## src/rtl/idli_rctl_m.sv

```systemverilog
// Register-file access controller: aligns operand/destination requests to the
// nibble phase and sequences one full rotation. Optional macro: IDLI_RCTL_ZERO_REG_EN.
module idli_rctl_m #(
  parameter int NUM_NIBBLES = 4
) (
  input  logic                           i_rctl_gck,
  input  logic                           i_rctl_rst_n,
  input  logic                           i_rctl_vld,
  output logic                           o_rctl_rdy,
  input  logic [2:0]                     i_rctl_lhs,
  input  logic [2:0]                     i_rctl_rhs,
  input  logic [2:0]                     i_rctl_dst,
  input  logic                           i_rctl_wr,
  input  logic                           i_rctl_flush,
  output logic [2:0]                     o_reg_lhs,
  output logic [2:0]                     o_reg_rhs,
  output logic [2:0]                     o_reg_wr,
  output logic                           o_reg_wr_en,
`ifdef IDLI_RCTL_ZERO_REG_EN
  output logic                           o_rctl_lhs_zero,
  output logic                           o_rctl_rhs_zero,
`endif
  output logic [$clog2(NUM_NIBBLES)-1:0] o_rctl_phase,
  output logic                           o_rctl_busy,
  output logic                           o_rctl_first,
  output logic                           o_rctl_last,
  output logic                           o_rctl_done
);

  // state  | meaning
  // IDLE   | no request held, ready to accept
  // WAIT   | request latched, waiting for the next phase 0 (flushable)
  // ACTIVE | driving the register file for one full rotation
  typedef enum logic [1:0] {ST_IDLE, ST_WAIT, ST_ACTIVE} state_t;

  localparam int PW = $clog2(NUM_NIBBLES);
  localparam logic [PW-1:0] PHASE_LAST = PW'(NUM_NIBBLES - 1);

  state_t        state_q, state_d;
  logic [PW-1:0] phase_q, phase_d;
  logic [2:0]    lat_lhs_q, lat_rhs_q, lat_dst_q;
  logic [2:0]    lat_lhs_d, lat_rhs_d, lat_dst_d;
  logic          lat_wr_q, lat_wr_d;
  logic          accept, active_d, wr_en_d;

  assign o_rctl_rdy   = (state_q == ST_IDLE) || ((state_q == ST_ACTIVE) && (phase_q == PHASE_LAST));
  assign o_rctl_phase = phase_q;

  always_comb begin
    state_d   = state_q;
    phase_d   = phase_q + PW'(1);
    accept    = i_rctl_vld && o_rctl_rdy;
    lat_lhs_d = lat_lhs_q;
    lat_rhs_d = lat_rhs_q;
    lat_dst_d = lat_dst_q;
    lat_wr_d  = lat_wr_q;
    if (accept) begin
      lat_lhs_d = i_rctl_lhs;
      lat_rhs_d = i_rctl_rhs;
      lat_dst_d = i_rctl_dst;
      lat_wr_d  = i_rctl_wr;
    end
    case (state_q)
      ST_IDLE: begin
        if (accept) state_d = (phase_q == PHASE_LAST) ? ST_ACTIVE : ST_WAIT;
      end
      ST_WAIT: begin
        if (i_rctl_flush)        state_d = ST_IDLE;
        else if (phase_d == '0)  state_d = ST_ACTIVE;
      end
      ST_ACTIVE: begin
        // Flush is ignored here so a word write is never left partial.
        if (phase_q == PHASE_LAST) state_d = accept ? ST_ACTIVE : ST_IDLE;
      end
      default: state_d = ST_IDLE;
    endcase
    active_d = (state_d == ST_ACTIVE);
`ifdef IDLI_RCTL_ZERO_REG_EN
    wr_en_d  = active_d && lat_wr_d && (lat_dst_d != 3'd0);
`else
    wr_en_d  = active_d && lat_wr_d;
`endif
  end

  always_ff @(posedge i_rctl_gck or negedge i_rctl_rst_n) begin
    if (!i_rctl_rst_n) begin
      state_q   <= ST_IDLE;
      phase_q   <= '0;
      lat_lhs_q <= '0;
      lat_rhs_q <= '0;
      lat_dst_q <= '0;
      lat_wr_q  <= 1'b0;
    end else begin
      state_q   <= state_d;
      phase_q   <= phase_d;
      lat_lhs_q <= lat_lhs_d;
      lat_rhs_q <= lat_rhs_d;
      lat_dst_q <= lat_dst_d;
      lat_wr_q  <= lat_wr_d;
    end
  end

  // Outputs are registered from next-state so they line up with the nibble they describe.
  always_ff @(posedge i_rctl_gck or negedge i_rctl_rst_n) begin
    if (!i_rctl_rst_n) begin
      o_reg_lhs    <= '0;
      o_reg_rhs    <= '0;
      o_reg_wr     <= '0;
      o_reg_wr_en  <= 1'b0;
      o_rctl_busy  <= 1'b0;
      o_rctl_first <= 1'b0;
      o_rctl_last  <= 1'b0;
      o_rctl_done  <= 1'b0;
    end else begin
      if (active_d) begin
        o_reg_lhs <= lat_lhs_d;
        o_reg_rhs <= lat_rhs_d;
        o_reg_wr  <= lat_dst_d;
      end
      o_reg_wr_en  <= wr_en_d;
      o_rctl_busy  <= active_d;
      o_rctl_first <= active_d && (phase_d == '0);
      o_rctl_last  <= active_d && (phase_d == PHASE_LAST);
      o_rctl_done  <= (state_q == ST_ACTIVE) && (phase_q == PHASE_LAST);
    end
  end

`ifdef IDLI_RCTL_ZERO_REG_EN
  always_ff @(posedge i_rctl_gck or negedge i_rctl_rst_n) begin
    if (!i_rctl_rst_n) begin
      o_rctl_lhs_zero <= 1'b0;
      o_rctl_rhs_zero <= 1'b0;
    end else begin
      o_rctl_lhs_zero <= active_d && (lat_lhs_d == 3'd0);
      o_rctl_rhs_zero <= active_d && (lat_rhs_d == 3'd0);
    end
  end
`endif

endmodule

```

## config.mk

```make
export PLATFORM = sky130hd
export DESIGN_NAME = idli_rctl_m
export DESIGN_NICKNAME = d
export VERILOG_FILES = /design/src/rtl/idli_rctl_m.sv
export SDC_FILE = /design/constraint.sdc
export NUM_CORES = 1
export LEC_CHECK = 0
export ABC_CLOCK_PERIOD_IN_PS = 1950
export CORE_ASPECT_RATIO = 1.25
export CORE_UTILIZATION = 30
export DETAILED_ROUTE_END_ITERATION = 7
export GPL_TIMING_DRIVEN = 0
export SYNTH_ARGS = -nofsm -noshare
export SYNTH_HDL_FRONTEND = slang
export SYNTH_SLANG_ARGS = --single-unit
```

## constraint.sdc

```tcl
create_clock -name i_rctl_gck -period 1.95 [get_ports i_rctl_gck]
set_clock_uncertainty 0.05 [all_clocks]
set_input_delay 0.2925 -clock i_rctl_gck [delete_from_list [all_inputs] [get_ports i_rctl_gck]]
set_output_delay 0.2925 -clock i_rctl_gck [all_outputs]
set_load 0.03 [all_outputs]
```

# == After elaboration in Yosys (flattened, before gate mapping) ==
# Cells that the tools add are included.
# classes
addsub,1
multipliers,0
div,0
order_cmp,0
eq_ne,5
n_shift,0
n_mux,11
bitwise,0
reduce_logical,8
# op_table
cell,count
2-bit two-way mux,6
3-bit two-way mux,3
2-bit equality test (second input constant),4
2-bit one-hot mux with 3 select lines,1
1-bit logical AND,5
2-bit logical NOT,2
2-bit by 1-bit adder with 2-bit output (second input constant),1
2-bit by 1-bit equality test with 1-bit output (second input constant),1
1-bit logical OR,1
1-bit two-way mux,1
# totals
register_bits,28
latchBits,0
ram_bits,0
rom_bits,0
in_bits,14
output_inout_bits,17
elab_cells,39
mem_count,0

# == Longest topological paths before layout ==
# logic_depth
ltp_word,9
mapped_depth,5

# == Worst setup path before layout ==
# Ideal clock, no wire load.
# synth_path
kind,reg-to-output
startpoint,register phase_q[1] (netlist: o_rctl_phase[1])
endpoint,output o_rctl_rdy
arrival_ns,1.449
slack_ns,0.159
stages_incl_launch_ff,5
n_path_buf,1
cell_sequence,dfrtp_1 > ha_1 > nor2b_1 > buf_2 > nor2_1
# synth_via
elab_chain_len,3
# synth_lines
item,line_no,text
from (decl),40,"logic [PW-1:0] phase_q, phase_d;"
from (signal assigned),95,phase_q <= phase_d;
2-bit equality test,46,assign o_rctl_rdy = (state_q == ST_IDLE) || ((state_q == ST_ACTIVE) && (phase_q == PHASE_LAST));
1-bit logical AND,46,
1-bit logical OR,46,
to (decl),9,"output logic o_rctl_rdy,"
# No other way between the ends.

# == Worst setup path after layout ==
# layout_path
startpoint,register phase_q[0] (netlist: o_rctl_phase[0])
endpoint,output o_rctl_rdy
# Same word-level chain as after synthesis.

==> results.cfg <==
[place]
io_buffer_count = 30
gp_congestion = 0.7124
dpl.hpwl_um = 1867
place_area_mm2 = 0.001519
dp_slack_ns = -0.1153

[sta]
setup_slack_ns = 0.1847
worst_pin_slew_ns = 0.6259
grt_setup_unrepaired = false
min_period_ns = 1.765
drv_slew = 0
max_freq_mhz = 566.5
slew_headroom_pct = 58.27
hold_viol = 28
period_share_pct = 90.53
finalSetupViolations = 0
fin_hold_ws_ns = -0.02090

[setup_path]
critPathMaxStageDelay_ns = 0.41
regToRegEndpoint = o_reg_lhs[0]
cpLargestDelayFamily = flip-flops
cp_max_fo = 5
worstSetupPathDepth = 5
cp-end-kind = output pin
crit_path_start_kind = flop
cp_cell_sequence = ha_2 > nor2b_2 > buf_4 > nor2_1 > buf_2
crit_buf_inv = 2
r2r-start = o_rctl_phase[0]
crit_slowest_cell = dfrtp_1
arrival_ns = 1.42
r2r_cells = 5
r2r_setup_slack_ns = 0.24
crit_required_ns = 1.61
critical_path_class = flop to output pin

[run]
max_cap_violations = 0

[route]
routed_via_density = 5.209
firstDrtPassIters = 6
wl_um = 2733
drtAntennaViolNets = 0
drc = 2
wl_per_cell_um = 15.02
drt_iter0_drc = 23
vias = 948

[grt]
grt_first_pass_wirelength_um = 4381
grt_antenna_before_repair = 0
overflow = 0
grt_use_total_pct = 13.92
first_global_vias = 937
grt_max_degree = 29

[floorplan]
fp.coreArea_mm2 = 0.003754
start_util_pct = 31.13
num_io_pins = 31
die_y_um = 71.78
num_rows = 25
die_w_um = 57.83
dieArea_mm2 = 0.004151

[clocking]
ctsHoldBuffers = 0
insertion_delay_ns = 0.27
cts_made_buffers = 3
cts_tree = done
path_clk_slew_ns = 0.09
cts.sinks = 28
root_buffer = clkbuf_8
clock_path_buffers = 2
h-tree-depth = 1

[synth]
synth_area_mm2 = 0.001169
syn_nets = 124
synth_seq_area_share_pct = 59.96
syn-instance-count = 107
synthTopCellsByArea = dfrtp_1, a211oi_1, a31oi_1
synth.avg_cell_area_um2 = 10.92
synth_top_cell_by_area = dfrtp_1
synth_top_area_share_pct = 59.96
ys_types = 23
yosys_warnings = 0
ys_ff_latch = 28

[pwr]
power.total_mw = 1.911
power_density_mw_per_mm2 = 1210
ir_drop_v = 0.0003382
p_leak_nw = 0.7180

[layout]
final_util_pct = 42.07
area_growth_pct = 35.12
drive_above_1_share_pct = 9.859
antenna_cells = 0
final_cell_mix = clkdlybuf4s50_1, dfrtp_1, nand3_1, nand2_1
nNetsFinal = 160
finish.instance_area_mm2 = 0.001579

[worst_hold_path]
hold_path.class = primary input to async pin

[run_status]
status = finished, violations left
failed_checks = design-rule violations, negative hold slack
[metal layers]
layer | up-vias | GRT usage, % | part of all wire (%)
li1 | 456 | - | -
met3 | 4 | 1.805 | 4.4
met4 | 0 | 6.349 | 1.6
met5 | - | 0 | 0
met1 | 465 | 17.67 | 42
met2 | 23 | 23.37 | 52
[worst register-to-register path, cell delays in order (launching register included)]
cell and delay (ns):
dfrtp_1 0.41, ha_2 0.25, nand2b_1 0.13, clkbuf_1 0.41, nand3_1 0.18, a31oi_1 0.20
[cells by family (layout without fill, tap and decap cells)]
kind of cell | after synthesis | after routing | synth area share, %
buf+inv | 11 | 46 | 4.496
simple gates | 32 | 32 | 13.60
compound gates | 32 | 32 | 17.45
fa+ha+maj | 3 | 3 | 3.212
mux | 1 | 1 | 1.284
flops | 28 | 28 | 59.96
[Yosys cell counts (all sizes together)]
cell type,instances
and2,2
nor2,4
and3,1
clkbuf,3
inv,3
and4bb,1
nand3,10
a21boi,1
a21o,2
mux2,1
a31oi,9
buf,5
nor2b,2
nand2,10
nand2b,2
a22oi,1
a211oi,9
dfrtp,28
ha,3
o21ai,10
[through the flow]
step / TNS, ns / std cells
after global routing: 0 / 182
after floorplan: 0 / 107
after global placement: -0.1069 / 177
after detailed placement: -0.1227 / 177
after CTS: 0 / 182
final: 0 / 182
[sequential cells by signal, indices dropped and copies added (netlist names), 2 cells and up]
signal / flops
state_q: 2
lat_dst_q: 3
lat_rhs_q: 3
o_reg_wr: 3
o_reg_rhs: 3
lat_lhs_q: 3
o_reg_lhs: 3
o_rctl_phase: 2
[layout make-up]
cell class | count | area [um2]
buffer | 8 | 43.79
sequential | 28 | 700.7
clock buffer | 4 | 55.05
fill | 378 | 2175
multi-input combinational | 68 | 420.4
inverter | 3 | 11.26
timing repair buffer | 31 | 297.8
tap | 40 | 50.05
[timing repair]
item / CTS / global route
cloned: 0 / 0
resized for setup: 5 / 3
setup endpoints to repair: 1 / 1
setup buffers: 1 / 0
pin swaps: 0 / 0
[report_power, final]
part / total [mW] / switching, mW / internal [mW]
clock: 0.351 / 0.170 / 0.180
sequential: 0.807 / 0.0730 / 0.734
combinational: 0.753 / 0.440 / 0.312
[worst max-delay path by stage]
stage	start	to	slack, ns
2_1_floorplan	o_rctl_phase[1]	o_rctl_rdy	0.16
3_3_place_gp	o_rctl_phase[0]	o_rctl_rdy	-0.11
3_5_place_dp	o_rctl_phase[0]	o_rctl_rdy	-0.12
4_1_cts	o_rctl_phase[0]	o_rctl_rdy	0.05
5_1_grt	o_rctl_phase[0]	o_rctl_rdy	0.09
6_report	o_rctl_phase[0]	o_rctl_rdy	0.18
Power figures use the tool's default switching activity.
